**src/rtl/neuron_register_bank.sv**
```systemverilog
// Bus register bank and start/done controller for the perceptron core.
// Define NEURON_REGBANK_READBACK_EN to make coefficient, offset and input registers readable.
module neuron_register_bank #(
    parameter int unsigned             NUM_COEFF = 20,
    parameter int unsigned             DATA_W    = 32,
    parameter int unsigned             ADDR_W    = 12,
    parameter logic [ADDR_W-1:0]       BASE_ADDR = 12'h800
) (
    input  logic                        Clk,
    input  logic                        Reset_n,
    input  logic [ADDR_W-1:0]           Address,
    input  logic [DATA_W-1:0]           WriteData,
    input  logic                        Write,
    input  logic                        Read,
    output logic [DATA_W-1:0]           ReadData,
    output logic                        Ack,
    output logic                        Error,
    output logic [NUM_COEFF*DATA_W-1:0] Coeff,
    output logic [DATA_W-1:0]           Offset,
    output logic [DATA_W-1:0]           InputData,
    output logic                        Start,
    input  logic                        CoreDone,
    input  logic [DATA_W-1:0]           CoreResult,
    output logic                        Busy,
    output logic                        DoneFlag
);
    localparam int unsigned IW = ADDR_W - 2;
    localparam logic [IW-1:0] IDX_OFF = IW'(NUM_COEFF);
    localparam logic [IW-1:0] IDX_CTL = IW'(NUM_COEFF + 1);
    localparam logic [IW-1:0] IDX_IN  = IW'(NUM_COEFF + 2);
    localparam logic [IW-1:0] IDX_RES = IW'(NUM_COEFF + 3);

    logic [NUM_COEFF-1:0][DATA_W-1:0] coeff_q;
    logic [DATA_W-1:0] result_q;
    logic [DATA_W-1:0] rd_val;
    logic [ADDR_W-1:0] rel;
    logic [IW-1:0]     widx;
    logic mapped, is_coeff, is_off, is_ctl, is_in, is_res;
    logic wr_ok, start_fire, done_v;

    // Word index relative to coefficient 0; everything above the result word is unmapped.
    assign rel      = Address - BASE_ADDR;
    assign widx     = rel[ADDR_W-1:2];
    assign mapped   = (Address[1:0] == 2'b00) && (Address >= BASE_ADDR) && (widx <= IDX_RES);
    assign is_coeff = mapped && (widx < IDX_OFF);
    assign is_off   = mapped && (widx == IDX_OFF);
    assign is_ctl   = mapped && (widx == IDX_CTL);
    assign is_in    = mapped && (widx == IDX_IN);
    assign is_res   = mapped && (widx == IDX_RES);

    // Busy is the pre-edge value, so a CoreDone in the same cycle does not unlock the write.
    assign wr_ok      = Write && (is_ctl || ((is_coeff || is_off || is_in) && !Busy));
    assign start_fire = wr_ok && is_in;
    assign done_v     = CoreDone && Busy;
    assign Coeff      = coeff_q;

    always_comb begin
        rd_val = '0;
        if (is_ctl)
            rd_val = {{(DATA_W-2){1'b0}}, Busy, DoneFlag};
        else if (is_res)
            rd_val = result_q;
`ifdef NEURON_REGBANK_READBACK_EN
        else if (is_off)
            rd_val = Offset;
        else if (is_in)
            rd_val = InputData;
        else if (is_coeff) begin
            for (int i = 0; i < NUM_COEFF; i++)
                if (widx == IW'(i)) rd_val = coeff_q[i];
        end
`endif
    end

    genvar g;
    generate
        for (g = 0; g < NUM_COEFF; g++) begin : g_coeff
            always_ff @(posedge Clk or negedge Reset_n) begin
                if (!Reset_n)
                    coeff_q[g] <= '0;
                else if (wr_ok && is_coeff && (widx == IW'(g)))
                    coeff_q[g] <= WriteData;
            end
        end
    endgenerate

    always_ff @(posedge Clk or negedge Reset_n) begin
        if (!Reset_n) begin
            ReadData  <= '0;
            Ack       <= 1'b0;
            Error     <= 1'b0;
            Start     <= 1'b0;
            Offset    <= '0;
            InputData <= '0;
            result_q  <= '0;
            Busy      <= 1'b0;
            DoneFlag  <= 1'b0;
        end else begin
            Ack      <= Write || Read;
            Error    <= Write ? !wr_ok : (Read && !mapped);
            ReadData <= (Read && !Write && mapped) ? rd_val : '0;
            Start    <= start_fire;
            if (wr_ok && is_off) Offset <= WriteData;
            if (wr_ok && is_in)  InputData <= WriteData;
            if (done_v)          result_q <= CoreResult;
            if (start_fire)      Busy <= 1'b1;
            else if (done_v)     Busy <= 1'b0;
            // A completion in the same cycle as a status clear leaves the flag set.
            if (done_v)
                DoneFlag <= 1'b1;
            else if (start_fire || (wr_ok && is_ctl && WriteData[0]))
                DoneFlag <= 1'b0;
        end
    end
endmodule

```
**config.mk**
```make
export PLATFORM = sky130hd
export DESIGN_NAME = neuron_register_bank
export DESIGN_NICKNAME = d
export VERILOG_FILES = /design/src/rtl/neuron_register_bank.sv
export SDC_FILE = /design/constraint.sdc
export NUM_CORES = 1
export LEC_CHECK = 0
export BUFFER_PORTS_ARGS = -buffer_cell sky130_fd_sc_hd__buf_2
export CAP_MARGIN = 20
export CELL_PAD_IN_SITES_DETAIL_PLACEMENT = 0
export CELL_PAD_IN_SITES_GLOBAL_PLACEMENT = 1
export CORE_AREA = 2 2 317 319
export CTS_CLUSTER_SIZE = 30
export DETAILED_ROUTE_END_ITERATION = 8
export DIE_AREA = 0 0 319 321
export HOLD_SLACK_MARGIN = 0.06
export MAX_ROUTING_LAYER = met4
export PLACE_DENSITY_LB_ADDON = 0.1
export SYNTH_ARGS = -nofsm -noshare
export SYNTH_HDL_FRONTEND = slang
export SYNTH_SLANG_ARGS = --single-unit
```
**constraint.sdc**
```tcl
create_clock -name Clk -period 2.4 [get_ports Clk]
set_input_delay 0.36 -clock Clk [delete_from_list [all_inputs] [get_ports Clk]]
set_output_delay 0.36 -clock Clk [all_outputs]
set_load 0.005 [all_outputs]
```
==> results.md <==
* Status: finished, final reports clean
* Clk_lat worst skew at 650 ps
* CP Class: in -> reg
* # Post-CTS Setup Buffers at 0
* Via count at 18513
* Syn_nets at 1843
* Starting Density at 0.292
* Mapped Cells at 1762
* Max Cap Viol at 0
* Min Tclk post-route at 2340 ps
* DRC viols at 0
* Routed WL at 109000 um
* Placed Instances at 3796
* Core box area at 0.0993 sq mm
* Startpoint Class: input port
* All-layer global routing usage at 0.217
* Nets at 2711
* Net Sw Frac at 0.222
* Grt ovf at 0
* Critical path required time at 2930 ps
* Top cell type's share of synthesized area at 0.667
* Ys async rst share at 1.00
* Share of power burned in registers at 0.463
* Largest net degree at the start of global routing at 62
* Num CTS Buffers at 91
* Clk pin slew, worst setup/hold paths at 60 ps
* P&R area growth vs syn at 33.0%
* Post-route ant nets at 0
* Max VDD drop at 0.000467 V
* Number of placement rows at 116
* # resized after CTS at 0
* Average wire per standard cell at 27.3 um
* Pwr dens at 735 mW/mm^2
* DPL Wire Length at 76000 um
* H-tree depth at 3
* RSZ-0062 raised after global routing: no
* Hold Fails Final Rpt at 0
* Cell Count, Final, Fillers Out at 4007
* Synthesized cell area at 0.0290 sq mm
* Post-synthesis register bit count at 773
* Hold_ws at 161 ps
* Clock skew at 9.75 ps
* CTS tree: built
* Top FF cell, synth: dfrtp_1
* Fin Setup TNS at 0 ps
* Synth Warn # at 0
* Initial DRC Count at 807
* Sequential-to-total area share from yosys stat at 0.667
* Final worst slack at 57.9 ps
* Placed Area at 0.0351 sq mm
* Pre-CTS setup slack at -103 ps
* Vias per cell at 4.62
* Count leader, synth: dfrtp_1
* First-pass GRT wire length at 154000 um
* Die ar. at 0.102 sq mm
* FMAX at 427 MHz
* Syn_area_per_cell at 16.5 sq um
* Final Wtd Congestion at 0.797
* Unique masters post-synth at 35
* Area leader, netlist: dfrtp_1
* Die width at 319 um
* Initial antenna violation count at 6
* Core Util, Final at 0.388
* Worst hold path type: in -> reg
* Max Root-Sink Buffers at 3
* Max-slew violations at 0
* Area contributors post-synth: dfrtp_1, mux2_2, clkbuf_1
* CTS Hold Bufs at 39
* Cell area after layout at 0.0386 sq mm
* Die height at 321 um
* Port Buffers at 821
* Setup Viol. Count Final at 0
* Number of global-route vias before repair at 19760
* Worst slew margin at 0.458
* Pin slew with the least headroom to its limit at 813 ps
* Clk root buf: clkbuf_16
* Power Total at 28.3 mW
* Clock sink count at 773
* Final worst-path cycle share at 0.976
* Sw Pwr at 6.30 mW
* Crit path DAT at 2880 ps
* Type of destination of the critical path: register
* Pint at 22.0 mW
* Crit Path Max Fanout at 32
* Post-synth EDFFs at 0
* Logic pwr share at 0.034
* First-pass DRT Iterations at 4
* Static Leak at 22.1 nW
* Synth cell count leaders: dfrtp_1, mux2_2, clkbuf_1
* Io pins at 822
* Share of cells above drive strength 1 at 0.651
* Clk network pwr share at 0.503
power groups by stage:
| stage | Sequential, mW | Combinational, mW | Clock, mW |
|---|---|---|---|
| after floorplan | 13.4 | 0.204 | 0 |
| after global placement | 13.3 | 0.945 | 0 |
| after detailed placement | 13.4 | 0.959 | 0 |
| after CTS | 13.1 | 1.02 | 14.7 |
| after global routing | 13.1 | 1.07 | 15.2 |
| final | 13.1 | 0.967 | 14.2 |
registers in the layout, summed over array words and instances, names as in the netlist:
name       cells
Offset        32
Coeff        640
Busy           1
DoneFlag       1
Ack            1
Error          1
Start          1
ReadData      32
InputData     32
result_q      32
cell type report:
cell class	instances	area, sq um
Tap cell	1298	1620
Fill cell	9541	60700
Antenna cell	7	17.5
Inverter	1	3.75
Clock inverter	30	398
Timing Repair Buffer	920	5410
Clock buffer	135	2690
Sequential cell	773	19300
Multi-Input combinational cell	843	9070
cells by family (layout without fill, tap and decap cells):
family / Yosys count / in the layout / synth area share
DFF: 773 / 773 / 0.667
muxes: 736 / 736 / 0.286
buffers and inverters: 146 / 1086 / 0.0226
and+or+nand+nor: 97 / 97 / 0.0218
AOI/OAI and AO/OA: 10 / 10 / 0.00246
other: 0 / 7 / 0
critical path, cell delays in order:
cell	delay, ps
dlygate4sd3_1	530
buf_2	130
nor4_4	450
nand2_2	320
nor4_4	410
buf_12	280
mux2_2	360
path summary, 6_finish.rpt:
check                            from    endpoint  slack, ps  cells past startpoint
max                        Address[9]  Coeff[469]         60                      7
min                             Write       Error        160                      4
max reg2reg                      Busy  Coeff[469]        280                      6
min reg2reg                Coeff[449]  Coeff[449]        480                      1
max in group asynchronous     Reset_n  Coeff[443]       1140                      3
min in group asynchronous     Reset_n   Coeff[75]        290                      2
cell usage in the layout (no fill, tap or decap), drive strengths merged:
master and n:
dfrtp 773, buf 881, or2 1, clkinvlp 3, nor4b 1, or4bb 1, dlygate4sd3 39, nand3 12
nor3 5, a22oi 2, nand4b 1, bufinv 9, nand2b 2, nand2 20, a21oi 2, clkinv 15
diode 7, nor2 4, nor4 3, nand4 3, a21o 2, a211oi 1, and4bb 1, o21ai 2
a41oi 1, and4b 2, nor3b 4, mux2 736, and2 1, clkbuf 135, nor2b 4, and3 32
inv 4
per-layer routing:
| metal | up-vias | share of wire | GRT usage |
|---|---|---|---|
| met5 | - | 0 | - |
| met4 | 0 | 0.038 | 0.0825 |
| met3 | 164 | 0.078 | 0.0689 |
| met2 | 657 | 0.49 | 0.359 |
| met1 | 9760 | 0.39 | 0.245 |
| li1 | 7932 | - | - |
(Power assumes the default switching activity.)
